## config.mk

```make
export PLATFORM = sky130hd
export DESIGN_NAME = disp_scan
export DESIGN_NICKNAME = d
export VERILOG_FILES = /design/src/rtl/disp_scan_pkg.sv /design/src/rtl/disp_scan_seg7_dec.sv /design/src/rtl/disp_scan.sv
export SDC_FILE = /design/constraint.sdc
export NUM_CORES = 1
export LEC_CHECK = 0
export ABC_AREA = 1
export BUFFER_PORTS_ARGS = -buffer_cell sky130_fd_sc_hd__buf_2
export CORE_ASPECT_RATIO = 1.5
export CORE_MARGIN = 1
export CORE_UTILIZATION = 25
export DETAILED_ROUTE_END_ITERATION = 7
export GPL_ROUTABILITY_DRIVEN = 0
export REMOVE_ABC_BUFFERS = 1
export SETUP_SLACK_MARGIN = 0.1
export SYNTH_ARGS = -nofsm -noshare
export SYNTH_HDL_FRONTEND = slang
export SYNTH_SLANG_ARGS = --single-unit
export TNS_END_PERCENT = 100
```

## constraint.sdc

```tcl
create_clock -name CLK -period 1.58 [get_ports CLK]
set_clock_uncertainty 0.05 [all_clocks]
set_input_delay 0.079 -clock CLK [delete_from_list [all_inputs] [get_ports CLK]]
set_output_delay 0.079 -clock CLK [all_outputs]
set_load 0.02 [all_outputs]
```

## src/rtl/disp_scan_pkg.sv

```systemverilog
// ---------------------------------------------------------------------------
// disp_scan_pkg
// Shared constants for the multiplexed 7-segment display driver:
//   - active-low segment glyphs {g,f,e,d,c,b,a}
//   - all-anodes-off code
//   - 2-bit scan state encoding and the anode code for each state
// ---------------------------------------------------------------------------
package disp_scan_pkg;

  // Decimal glyphs, active-low, bit order {g,f,e,d,c,b,a}
  localparam logic [6:0] SEG_0    = 7'b1000000;
  localparam logic [6:0] SEG_1    = 7'b1111001;
  localparam logic [6:0] SEG_2    = 7'b0100100;
  localparam logic [6:0] SEG_3    = 7'b0110000;
  localparam logic [6:0] SEG_4    = 7'b0011001;
  localparam logic [6:0] SEG_5    = 7'b0010010;
  localparam logic [6:0] SEG_6    = 7'b0000010;
  localparam logic [6:0] SEG_7    = 7'b1111000;
  localparam logic [6:0] SEG_8    = 7'b0000000;
  localparam logic [6:0] SEG_9    = 7'b0010000;

  // Hex letters and the invalid-BCD dash
  localparam logic [6:0] SEG_A    = 7'b0001000;
  localparam logic [6:0] SEG_B    = 7'b0000011;
  localparam logic [6:0] SEG_C    = 7'b1000110;
  localparam logic [6:0] SEG_D    = 7'b0100001;
  localparam logic [6:0] SEG_E    = 7'b0000110;
  localparam logic [6:0] SEG_F    = 7'b0001110;
  localparam logic [6:0] SEG_DASH = 7'b0111111;
  localparam logic [6:0] SEG_OFF  = 7'b1111111;

  localparam logic [3:0] AN_OFF   = 4'b1111;

  // Scan states, one per display digit
  typedef enum logic [1:0] {
    S0 = 2'd0,
    S1 = 2'd1,
    S2 = 2'd2,
    S3 = 2'd3
  } scan_state_e;

  // One-hot-low anode enable for the digit owned by a scan state
  function automatic logic [3:0] anCode(input scan_state_e st);
    logic [3:0] code;
    case (st)
      S0:      code = 4'b1110;
      S1:      code = 4'b1101;
      S2:      code = 4'b1011;
      default: code = 4'b0111;
    endcase
    return code;
  endfunction

endpackage

```

## src/rtl/disp_scan_seg7_dec.sv

```systemverilog
// ---------------------------------------------------------------------------
// seg7_dec
// Combinational 4-bit to 7-segment decoder (active-low {g,f,e,d,c,b,a}).
// Build option: DISP_HEX_EN
//   defined   -> codes 10..15 render as A, b, C, d, E, F
//   undefined -> codes 10..15 render as a dash to flag an invalid BCD value
// Ports:
//   nibble_i  4-bit value to display
//   seg_o     segment pattern, active-low
// ---------------------------------------------------------------------------
module seg7_dec
  import disp_scan_pkg::*;
(
  input  logic [3:0] nibble_i,
  output logic [6:0] seg_o
);

  // Anything not explicitly decoded falls back to the dash glyph
  always_comb begin
    seg_o = SEG_DASH;
    case (nibble_i)
      4'd0: seg_o = SEG_0;
      4'd1: seg_o = SEG_1;
      4'd2: seg_o = SEG_2;
      4'd3: seg_o = SEG_3;
      4'd4: seg_o = SEG_4;
      4'd5: seg_o = SEG_5;
      4'd6: seg_o = SEG_6;
      4'd7: seg_o = SEG_7;
      4'd8: seg_o = SEG_8;
      4'd9: seg_o = SEG_9;
`ifdef DISP_HEX_EN
      4'd10: seg_o = SEG_A;
      4'd11: seg_o = SEG_B;
      4'd12: seg_o = SEG_C;
      4'd13: seg_o = SEG_D;
      4'd14: seg_o = SEG_E;
      4'd15: seg_o = SEG_F;
`endif
      default: ;
    endcase
  end

endmodule

```

## src/rtl/disp_scan.sv

```systemverilog
// ---------------------------------------------------------------------------
// disp_scan
// Four-digit multiplexed 7-segment driver for a common-anode display.
// Captures two result nibbles and two carry flags on LOAD and scans them
// out as digits 0..3 (B, Cout0, C, Cout1). AN and SEG are registered; the
// first GUARD cycles of each digit slot keep all anodes off to avoid ghosting.
// Build option: DISP_HEX_EN (hex glyphs for codes 10..15, see seg7_dec).
// Parameters:
//   DIV_W   prescaler width, one scan step every 2^DIV_W cycles (>= 2)
//   GUARD   anodes-off cycles at the start of each slot (< 2^DIV_W)
// Ports:
//   CLK     system clock
//   RST     synchronous active-high reset
//   LOAD    capture strobe for B, C, Cout0, Cout1
//   B, C    result nibbles shown on digits 0 and 2
//   Cout0/1 carry flags shown on digits 1 and 3
//   BLANK   forces all anodes off while high (scan keeps running)
//   AN      anode enables, active-low
//   SEG     segments {g,f,e,d,c,b,a}, active-low
// ---------------------------------------------------------------------------
module disp_scan
  import disp_scan_pkg::*;
#(
  parameter int unsigned DIV_W = 16,
  parameter int unsigned GUARD = 2
) (
  input  logic       CLK,
  input  logic       RST,
  input  logic       LOAD,
  input  logic [3:0] B,
  input  logic [3:0] C,
  input  logic       Cout0,
  input  logic       Cout1,
  input  logic       BLANK,
  output logic [3:0] AN,
  output logic [6:0] SEG
);

  localparam logic [DIV_W-1:0] GUARD_CNT = DIV_W'(GUARD);

  logic [3:0]       capB_q, capC_q;
  logic             capCout0_q, capCout1_q;
  logic [DIV_W-1:0] cnt_q, cnt_d;
  scan_state_e      state_q, state_d;
  logic [3:0]       an_q, an_d;
  logic [6:0]       seg_q, seg_d;

  logic             tick;
  logic [3:0]       selNibble;
  logic [6:0]       decSeg;

  // Next-state logic. The output codes are computed from the current
  // (pre-edge) counter and state, so a new slot shows its guard interval
  // for cnt = 0 .. GUARD-1 right after the tick edge.
  always_comb begin
    tick    = &cnt_q;
    cnt_d   = cnt_q + 1'b1;
    state_d = state_q;
    if (tick) begin
      state_d = scan_state_e'(state_q + 2'd1);
    end

    selNibble = 4'd0;
    case (state_q)
      S0:      selNibble = capB_q;
      S1:      selNibble = {3'b000, capCout0_q};
      S2:      selNibble = capC_q;
      default: selNibble = {3'b000, capCout1_q};
    endcase

    an_d = anCode(state_q);
    if (BLANK || (cnt_q < GUARD_CNT)) begin
      an_d = AN_OFF;
    end
    seg_d = decSeg;
  end

  seg7_dec u_dec (
    .nibble_i (selNibble),
    .seg_o    (decSeg)
  );

  // Scan FSM with registered outputs and the input capture registers.
  // Capture and tick share the same edge, so a LOAD on a tick edge is
  // already visible when the new digit comes out of its guard interval.
  always_ff @(posedge CLK) begin
    if (RST) begin
      cnt_q      <= '0;
      state_q    <= S0;
      an_q       <= AN_OFF;
      seg_q      <= SEG_OFF;
      capB_q     <= 4'd0;
      capC_q     <= 4'd0;
      capCout0_q <= 1'b0;
      capCout1_q <= 1'b0;
    end else begin
      cnt_q   <= cnt_d;
      state_q <= state_d;
      an_q    <= an_d;
      seg_q   <= seg_d;
      if (LOAD) begin
        capB_q     <= B;
        capC_q     <= C;
        capCout0_q <= Cout0;
        capCout1_q <= Cout1;
      end
    end
  end

  assign AN  = an_q;
  assign SEG = seg_q;

endmodule

```

==> out/metrics.cfg <==
[grt]
grt_pass1_wl_microns=6240
grt_start_max_net_pins=25
antenna_found_initial=0
grtUsageTotal_pct=11.0
grt_pass1_vias=1485
gr-total-overflow=0

[clock_tree]
cts_tree=yes
cts_sinks=39
htreeDepth=2
clock-root-buffer=clkbuf_8
numCtsBuffers=5
clk_pin_slew_ns=0.07
clockBufferDepth=2
clkLatencyLatePin_ns=0.29

[die]
rows=36
fp.dieH_microns=103
io_pins=25
dieArea_sq_um=7130
start_util_pct=26.0
dieWidth_microns=69.3
core-area_sq_um=6530

[yosys]
synthCells=236
yosys-top-cells-area=dfxtp_1, nor2_1, nand2_1
ys_ff_latch=39
syn_area_sq_um=1700
synth_area_leader_cell=dfxtp_1
yosysSeqAreaShare_pct=46.0
synth_top_cell_area_share_pct=46.0
yosysWarnings=0
yosysUniqueCellTypes=23
avgSynthCellArea_sq_um=7.19

[timing]
holdWs_ns=0.0241
worst_slew_pin_slew_ns=0.314
max_slew_margin_pct=79.1
final.setup.tns_ns=0
fmax_mhz=710
layout_min_cycle_time_ns=1.41
finalSetupViolCount=0
period_share_pct=89.1
drv_slew=0
hold_viol=0
rsz0062_at_grt=true

[flow_run]
maxCapViolCount=0

[route]
vias=1593
via_per_inst=4.53
drtIter0Drc=94
wl_per_cell_microns=11.0
drt-pass1-iter-count=4
routed_wirelength_microns=3890
drc=0
antenna_left=0

[place]
place_area_sq_um=1910
portBuffers=24
placedCellCount=333
dp_hpwl_microns=2750

[cells_and_area]
layout_common_cells=nor2_1, dfxtp_1, nand2_1
num-nets-final=294
drive_above_1_share_pct=30.1
layout_commonest_cell=nor2_1
final_area_sq_um=2300
area_growth_pct=35.5
num_antenna_cells=0
fin_cells=352

[critical_path]
setup.worst_path.start_class=flop
end_kind=flop
crit_type=reg -> reg
cp.required_ns=1.70
cp_max_fo=6
worstPathArrival_ns=1.53
regToRegSetupSlack_ns=0.17
critPathCapture=SEG[3]
r2r_cells=9
r2r_start=state_q[0]
startpoint=state_q[0]
regToRegEndpoint=SEG[3]

[min_path]
hp-class=in -> reg

[outcome]
outcome=complete, no violations

[power_and_ir_drop]
ir_drop_mv=0.388
p_total_uw=2010
p_leak_uw=0.000949
power_density_nw_per_um2=873

-- how the worst min path moves through the flow --
stage / start / to / slack [ns] / cells past startpoint
floorplan: RST / cnt_q[0] / 0.1 / 1
global placement: B[3] / capB_q[3] / 0.26 / 3
detailed placement: B[1] / capB_q[1] / 0.26 / 3
CTS: BLANK / AN[3] / 0.02 / 3
global route: BLANK / AN[0] / 0.03 / 3
finish: BLANK / AN[2] / 0.02 / 3
-- cell type report --
cell class / count / area, sq um
multi-input combinational: 167 / 973
sequential: 39 / 791
timing repair buffer: 37 / 240
clock buffer: 8 / 100
fill: 669 / 4230
tap: 76 / 95.1
inverter: 25 / 101
-- synth_stat cells --
cell type and count:
buf_1 1, nand2_2 4, inv_1 23, a31oi_1 1, dfxtp_1 39, nor2_1 46
nand3_1 13, nor3_1 5, clkinv_1 1, o21a_1 3, nand2_1 45, clkbuf_1 4
nand3b_1 1, nor2_2 5, o21ai_1 3, nor2_4 1, ha_1 5, inv_2 1
o21ai_0 15, o211ai_1 1, a21oi_1 12, nand4_1 5, xor2_1 2
-- sequential cells by signal, indices dropped and copies added (netlist names) --
register and flops:
SEG 7, AN 4, capB_q 4, capC_q 4, state_q 2, cnt_q 16
capCout1_q 1, capCout0_q 1
-- where the power goes --
group          switching (uW)  internal [uW]
clock                     332            398
sequential               22.1           1020
combinational             138           95.8
-- worst max-delay path, cell delays in order (launching register included) --
cell and delay, ns:
dfxtp_4 0.38, inv_4 0.08, ha_4 0.19, nand2_2 0.07, nand2_2 0.10, nand2_2 0.09
nand2_2 0.09, nor2_4 0.05, nor2_4 0.09, nand3_1 0.09
-- through the flow --
stage	setup WS [ns]	util, %
after floorplan	0.131	-
after global routing	0.0808	35.2
final	0.172	35.2
after CTS	0.101	32.7
after detailed placement	-0.0652	29.2
after global placement	0.0394	29.2
-- timing repair --
item	4_1_cts	5_1_grt
hold buffers	9	0
setup buffers	0	2
resized for setup	12	44
endpoints found under the setup margin	6	12
hold endpoints to repair	9	0
pin swaps	2	16
-- cells by family after synthesis --
| kind of cell | synth area share, % |
|---|---|
| AO/OA/AOI/OAI | 11.0 |
| adder cells (fa/ha/maj) | 3.68 |
| flip-flops | 46.0 |
| AND/OR/NAND/NOR | 31.7 |
| XOR/XNOR | 1.03 |
| buffers and inverters | 6.63 |
-- layer usage --
| metal | global-route usage [%] | up-vias | part of all wire, % |
|---|---|---|---|
| met5 | 0 | - | 0 |
| met4 | 6.12 | 0 | 2.4 |
| met3 | 2.93 | 9 | 3.5 |
| met2 | 20.9 | 32 | 55 |
| met1 | 10.8 | 720 | 40 |
| li1 | - | 832 | - |
Note: power is estimated with default switching activity, not from simulation.
